--- src/rtl/sctag_mbcam_ctl.sv ---
// Miss-buffer address CAM controller: owns entry valid state, allocates free entries,
// drives CAM writes/lookups and turns the raw match vector into a qualified hit response.
module sctag_mbcam_ctl (
   input  logic        rclk,
   input  logic        rst_l,
   input  logic        alloc_req,
   input  logic [39:0] alloc_addr,
   output logic        alloc_gnt,
   output logic [3:0]  alloc_idx,
   input  logic        dealloc_vld,
   input  logic [3:0]  dealloc_idx,
   input  logic        lkup_req,
   input  logic [31:0] lkup_key,
   output logic        lkup_rsp_vld,
   output logic        lkup_hit,
   output logic [3:0]  lkup_hit_idx,
   output logic        lkup_multi_hit,
   output logic [15:0] cam_adr_w,
   output logic [39:0] cam_din,
   output logic        cam_write_en,
   output logic        cam_lookup_en,
   output logic [31:0] cam_key,
   input  logic [15:0] cam_match,
   output logic [4:0]  count,
   output logic        full,
   output logic        empty
);

   function automatic logic [3:0] lsb_idx(input logic [15:0] vec);
      logic [3:0] idx_v;
      idx_v = 4'd0;
      for (int i = 15; i >= 0; i--) begin
         if (vec[i]) idx_v = i[3:0];
      end
      return idx_v;
   endfunction

   function automatic logic more_than_one(input logic [15:0] vec);
      return (vec & (vec - 16'd1)) != 16'd0;
   endfunction

   logic [15:0] vld_r;
   logic [4:0]  count_r;
   logic        p1_vld_r;
   logic [15:0] p1_mask_r;
   logic        rsp_vld_r;
   logic        hit_r;
   logic [3:0]  hit_idx_r;
   logic        multi_r;

   logic [3:0]  free_idx_s;
   logic        gnt_s;
   logic [15:0] gnt_oh_s;
   logic        dealloc_eff_s;
   logic [15:0] dealloc_oh_s;
   logic [15:0] q_s;
   logic        full_s;

   assign full_s = (count_r == 5'd16);

   // Allocation pick, effective dealloc and qualified match; CAM drives read 0 in reset.
   always_comb begin
      free_idx_s    = lsb_idx(~vld_r);
      gnt_s         = rst_l & alloc_req & ~full_s;
      dealloc_eff_s = dealloc_vld & vld_r[dealloc_idx];
      q_s           = cam_match & p1_mask_r;
      gnt_oh_s      = 16'd0;
      dealloc_oh_s  = 16'd0;
      if (gnt_s) begin
         gnt_oh_s = 16'd1 << free_idx_s;
      end else begin
         gnt_oh_s = 16'd0;
      end
      if (dealloc_eff_s) begin
         dealloc_oh_s = 16'd1 << dealloc_idx;
      end else begin
         dealloc_oh_s = 16'd0;
      end
   end

   assign alloc_gnt     = gnt_s;
   assign alloc_idx     = rst_l ? free_idx_s : 4'd0;
   assign cam_write_en  = gnt_s;
   assign cam_adr_w     = gnt_oh_s;
   assign cam_din       = rst_l ? alloc_addr : 40'd0;
   assign cam_lookup_en = rst_l & lkup_req;
   assign cam_key       = rst_l ? lkup_key : 32'd0;

   // Entry valid vector and occupancy count.
   always_ff @(posedge rclk or negedge rst_l) begin
      if (!rst_l) begin
         vld_r   <= 16'd0;
         count_r <= 5'd0;
      end else begin
         vld_r   <= (vld_r | gnt_oh_s) & ~dealloc_oh_s;
         count_r <= count_r + {4'd0, gnt_s} - {4'd0, dealloc_eff_s};
      end
   end

   // Lookup pipe: the mask excludes entries freed now and entries still being written.
   always_ff @(posedge rclk or negedge rst_l) begin
      if (!rst_l) begin
         p1_vld_r  <= 1'b0;
         p1_mask_r <= 16'd0;
         rsp_vld_r <= 1'b0;
         hit_r     <= 1'b0;
         hit_idx_r <= 4'd0;
         multi_r   <= 1'b0;
      end else begin
         p1_vld_r  <= lkup_req;
         p1_mask_r <= vld_r & ~dealloc_oh_s;
         rsp_vld_r <= p1_vld_r;
         hit_r     <= |q_s;
         hit_idx_r <= lsb_idx(q_s);
         multi_r   <= more_than_one(q_s);
      end
   end

   assign lkup_rsp_vld   = rsp_vld_r;
   assign lkup_hit       = hit_r;
   assign lkup_hit_idx   = hit_idx_r;
   assign lkup_multi_hit = multi_r;
   assign count          = count_r;
   assign full           = full_s;
   assign empty          = (count_r == 5'd0);

endmodule

--- config.mk ---
export PLATFORM = sky130hd
export DESIGN_NAME = sctag_mbcam_ctl
export DESIGN_NICKNAME = d
export VERILOG_FILES = /design/src/rtl/sctag_mbcam_ctl.sv
export SDC_FILE = /design/constraint.sdc
export NUM_CORES = 1
export LEC_CHECK = 0
export BUFFER_PORTS_ARGS = -buffer_cell sky130_fd_sc_hd__buf_4
export CORE_MARGIN = 2
export CORE_UTILIZATION = 38
export CTS_BUF_LIST = sky130_fd_sc_hd__clkbuf_4 sky130_fd_sc_hd__clkbuf_8 sky130_fd_sc_hd__clkbuf_16
export DETAILED_ROUTE_END_ITERATION = 12
export MAX_ROUTING_LAYER = met4
export PLACE_DENSITY = 0.77
export SLEW_MARGIN = 20
export SYNTH_ARGS = -nofsm -noshare
export SYNTH_HDL_FRONTEND = slang
export SYNTH_SLANG_ARGS = --single-unit
--- constraint.sdc ---
create_clock -name rclk -period 2.7 [get_ports rclk]
set_input_delay 0.27 -clock rclk [delete_from_list [all_inputs] [get_ports rclk]]
set_output_delay 0.27 -clock rclk [all_outputs]
set_load 0.005 [all_outputs]
==> results.json <==
{
  "outcome": "finished clean",
  "startpoint_type": "register",
  "timing.final.crit_share": 0.963,
  "tns_ns": 0,
  "critPathArrivalTime_ns": 2.78,
  "largest_net_degree_at_the_start_of_global_routing": 61,
  "synth_area_per_cell_um2": 8.97,
  "routabilityCongestion": 0.925,
  "power.density_mw_per_mm2": 611,
  "gr-usage-met2": 0.466,
  "detail_route.vias_per_cell": 5.15,
  "numCtsBuffers": 5,
  "hold_violations": 0,
  "die-width_um": 93.5,
  "synthDistinctLibCells": 53,
  "worst-setup-path-type": "reg2reg",
  "clock_tree.buffer_depth": 2,
  "synth.largest_area_cell": "sky130_fd_sc_hd__dfrtp_1",
  "worst_path_most_repeated_cell": "sky130_fd_sc_hd__inv_1",
  "drcViolationCount": 0,
  "numPortBuffers": 205,
  "first_iter_violations": 172,
  "fin_hold_ws_ns": 0.0912,
  "postSynthRegisterBits": 45,
  "critPathSlowestCell": "sky130_fd_sc_hd__mux4_2",
  "grt_overflow": 0,
  "globalRouteTotalUtil": 0.255,
  "design.core.area_mm2": 0.00773,
  "die-height_um": 93.5,
  "max_clock_freq_ghz": 0.385,
  "worst_path_largest_cell_delay_ns": 0.48,
  "cellLeakagePower_uw": 0.00246,
  "netlist_instances": 339,
  "cp-startpoint": "vld_r[3]$_DFF_PN0_",
  "wirelength_um": 11000,
  "cts.htree.levels": 2,
  "path_clk_slew_ns": 0.08,
  "grt_pass1_vias": 3540,
  "endpoint_kind": "register",
  "num_antenna_cells": 0,
  "antenna_found_initial": 0,
  "rows": 32,
  "flow.area_growth_from_synthesis_pct": 63.0,
  "worstMarginPinSlew_ns": 0.552,
  "skew_ns": 0.00617,
  "synth_flop_cell": "sky130_fd_sc_hd__dfrtp_1",
  "cts-root-buf": "sky130_fd_sc_hd__clkbuf_8",
  "cells_taking_the_most_area_after_synthesis": "sky130_fd_sc_hd__dfrtp_1 (37%), sky130_fd_sc_hd__and2_1 (16%), sky130_fd_sc_hd__nand2_1 (4.1%), sky130_fd_sc_hd__nor2_1 (3.0%), sky130_fd_sc_hd__o21a_1 (2.7%)",
  "antenna_left": 0,
  "slew-limit-headroom": 0.630,
  "totalPowerFinal_uw": 3030,
  "worstHoldPathType": "in2reg",
  "synth-edff-count": 0,
  "cts_sinks": 45,
  "wl_per_cell_um": 16.5,
  "finalSetupViolCount": 0,
  "design.portCount": 206,
  "die_area_mm2": 0.00873,
  "worst_skew_pair.late_latency_ns": 0.29,
  "syn_nets": 443,
  "worstPathCellList": "mux4_2 > o21ai_2 > a21o_1 > nand2_2 > ha_4 > inv_1 > ha_2 > inv_1 > fa_2 > inv_1 > a21oi_1 > nor2_1 > nor2_1 > xnor2_1",
  "first_pass_grt_wire_length_um": 17000,
  "async_flop_share": 1.00,
  "post-route-min-period_ns": 2.60,
  "rr_startpoint": "vld_r[3]$_DFF_PN0_",
  "netlist.area_leader.share": 0.370,
  "routed-via-count": 3430,
  "synth_warnings": 0,
  "final.fill_count": 657,
  "globalRouteMet3Util": 0.0516,
  "half_perimeter_wire_length_of_the_detailed_placement_result_um": 8970,
  "critical_path_peak_fanout": 2,
  "worst-endpoint-required_ns": 2.88,
  "groute.layer.met1.usage": 0.285,
  "starting_utilization_of_the_core_area": 0.393,
  "cap_viol_max_count": 0,
  "grt-busiest-layer": "met2",
  "layout.nets": 667,
  "cts_tree": "done",
  "timing.hold.worst.start": "lkup_req",
  "yosysSeqAreaShare": 0.370,
  "drt-pass1-iter-count": 6,
  "layout-drive-gt1-share": 0.456,
  "final_max_slew_viol_count": 0,
  "irDropWorstVdd_mv": 0.378,
  "post_synthesis_cell_area_mm2": 0.00304
}
## area by class of cell
| class | count | area (um2) | area share |
|---|---|---|---|
| well taps | 102 | 128 | 0.0258 |
| flip-flops and latches | 45 | 1130 | 0.227 |
| multi-input cells | 269 | 1830 | 0.369 |
| repair buffers | 230 | 1730 | 0.349 |
| clock buffers | 7 | 96.3 | 0.0194 |
| inverters | 12 | 45.0 | 0.00909 |
| clock inverters | 1 | 5.00 | 0.00101 |
## final timing paths
check | end | slack, ns | depth (start not counted)
setup / recovery | count[4]$_DFF_PN0_ | 0.10 | 14
hold / removal | p1_vld_r$_DFF_PN0_ | 0.09 | 1
setup reg to reg | count[4]$_DFF_PN0_ | 0.10 | 14
hold reg to reg | lkup_rsp_vld$_DFF_PN0_ | 0.36 | 0
max in group asynchronous | p1_mask_r[1]$_DFF_PN0_ | 1.10 | 4
min in group asynchronous | count[0]$_DFF_PN0_ | 0.39 | 2
## cell usage after synthesis, drive strengths merged (5+ instances only)
cell type,n
a21oi,8
o21a,11
o21ai,7
ha,6
o21bai,14
dfrtp,45
inv,12
nand4,9
a22oi,7
nand3,8
and2,76
nor2,24
buf,5
nand2,35
clkbuf,8
## metrics by stage
| step | cells | area, um2 | setup WS [ns] | utilization |
|---|---|---|---|---|
| 3_5_place_dp | 655 | 4800 | -0.0334 | 0.621 |
| 6_report | 666 | 4960 | 0.101 | 0.641 |
| 2_1_floorplan | 339 | 3040 | 0.0427 | - |
| 3_3_place_gp | 655 | 4800 | 0.00915 | 0.621 |
| 5_1_grt | 666 | 4960 | -0.0294 | 0.641 |
| 4_1_cts | 664 | 4910 | 0.0147 | 0.635 |
## logic make-up (layout without fill, tap and decap cells)
logic type	count (synthesis)	after routing	share of synthesized area
and+or+nand+nor	178	178	0.323
muxes	4	4	0.0309
xor gates and xnor gates	4	4	0.0115
buffers and inverters	25	250	0.0395
DFF	45	45	0.370
AOI/OAI and AO/OA	76	76	0.193
adders and majority gates	7	7	0.0313
## critical path: cells and delay by family (launching register included)
| family | cells | cell delay [ns] |
|---|---|---|
| buffers and inverters | 3 | 0.19 |
| AND/OR/NAND/NOR | 3 | 0.25 |
| flip-flops | 1 | 0.39 |
| multiplexers | 1 | 0.48 |
| adder cells (fa/ha/maj) | 3 | 0.72 |
| XOR/XNOR | 1 | 0.11 |
| AO/OA/AOI/OAI | 3 | 0.36 |
## where the power goes
| group | total, uW | switching, uW | leakage (uW) | internal, uW |
|---|---|---|---|---|
| sequential | 981 | 124 | 0.000562 | 856 |
| combinational | 1600 | 806 | 0.00185 | 792 |
| clock | 449 | 217 | 0.0000542 | 231 |
| total | 3030 | 1150 | 0.00246 | 1880 |
## layer usage
layer,share of wire,vias up
met5,0,-
met2,0.52,201
li1,-,1638
met3,0.093,17
met4,0.014,0
met1,0.37,1574
## repair_timing
action	4_1_cts	5_1_grt
setup endpoints to repair	0	8
hold buffers	1	0
hold endpoints to repair	1	0
gates resized for setup	0	8
setup buffers	0	2
## cells in the final DEF, fill, tap and decap left out, types with 4 or more instances in the layout
master,Yosys,layout
sky130_fd_sc_hd__buf_4,3,229
sky130_fd_sc_hd__o22ai_1,4,4
sky130_fd_sc_hd__clkbuf_8,0,7
sky130_fd_sc_hd__a21oi_1,8,8
sky130_fd_sc_hd__nand2b_1,4,4
sky130_fd_sc_hd__and3_1,4,4
sky130_fd_sc_hd__and2_1,76,76
sky130_fd_sc_hd__o21ai_0,6,6
sky130_fd_sc_hd__a22oi_1,7,7
sky130_fd_sc_hd__ha_1,6,4
sky130_fd_sc_hd__nor3_1,4,4
sky130_fd_sc_hd__o21a_1,11,11
sky130_fd_sc_hd__a31oi_1,4,4
sky130_fd_sc_hd__dfrtp_1,45,45
sky130_fd_sc_hd__nor2_1,24,24
sky130_fd_sc_hd__nand3_1,8,7
sky130_fd_sc_hd__nand2_1,33,32
sky130_fd_sc_hd__nand4_1,9,9
sky130_fd_sc_hd__inv_1,12,12
sky130_fd_sc_hd__o21bai_1,10,10
## sequential cells by signal, indices dropped and copies added, names as in the netlist
name / cells
p1_vld_r: 1
p1_mask_r: 16
lkup_hit: 1
count: 5
lkup_rsp_vld: 1
lkup_hit_idx: 4
lkup_multi_hit: 1
vld_r: 16
No activity file was read; power rests on OpenSTA's default activity.
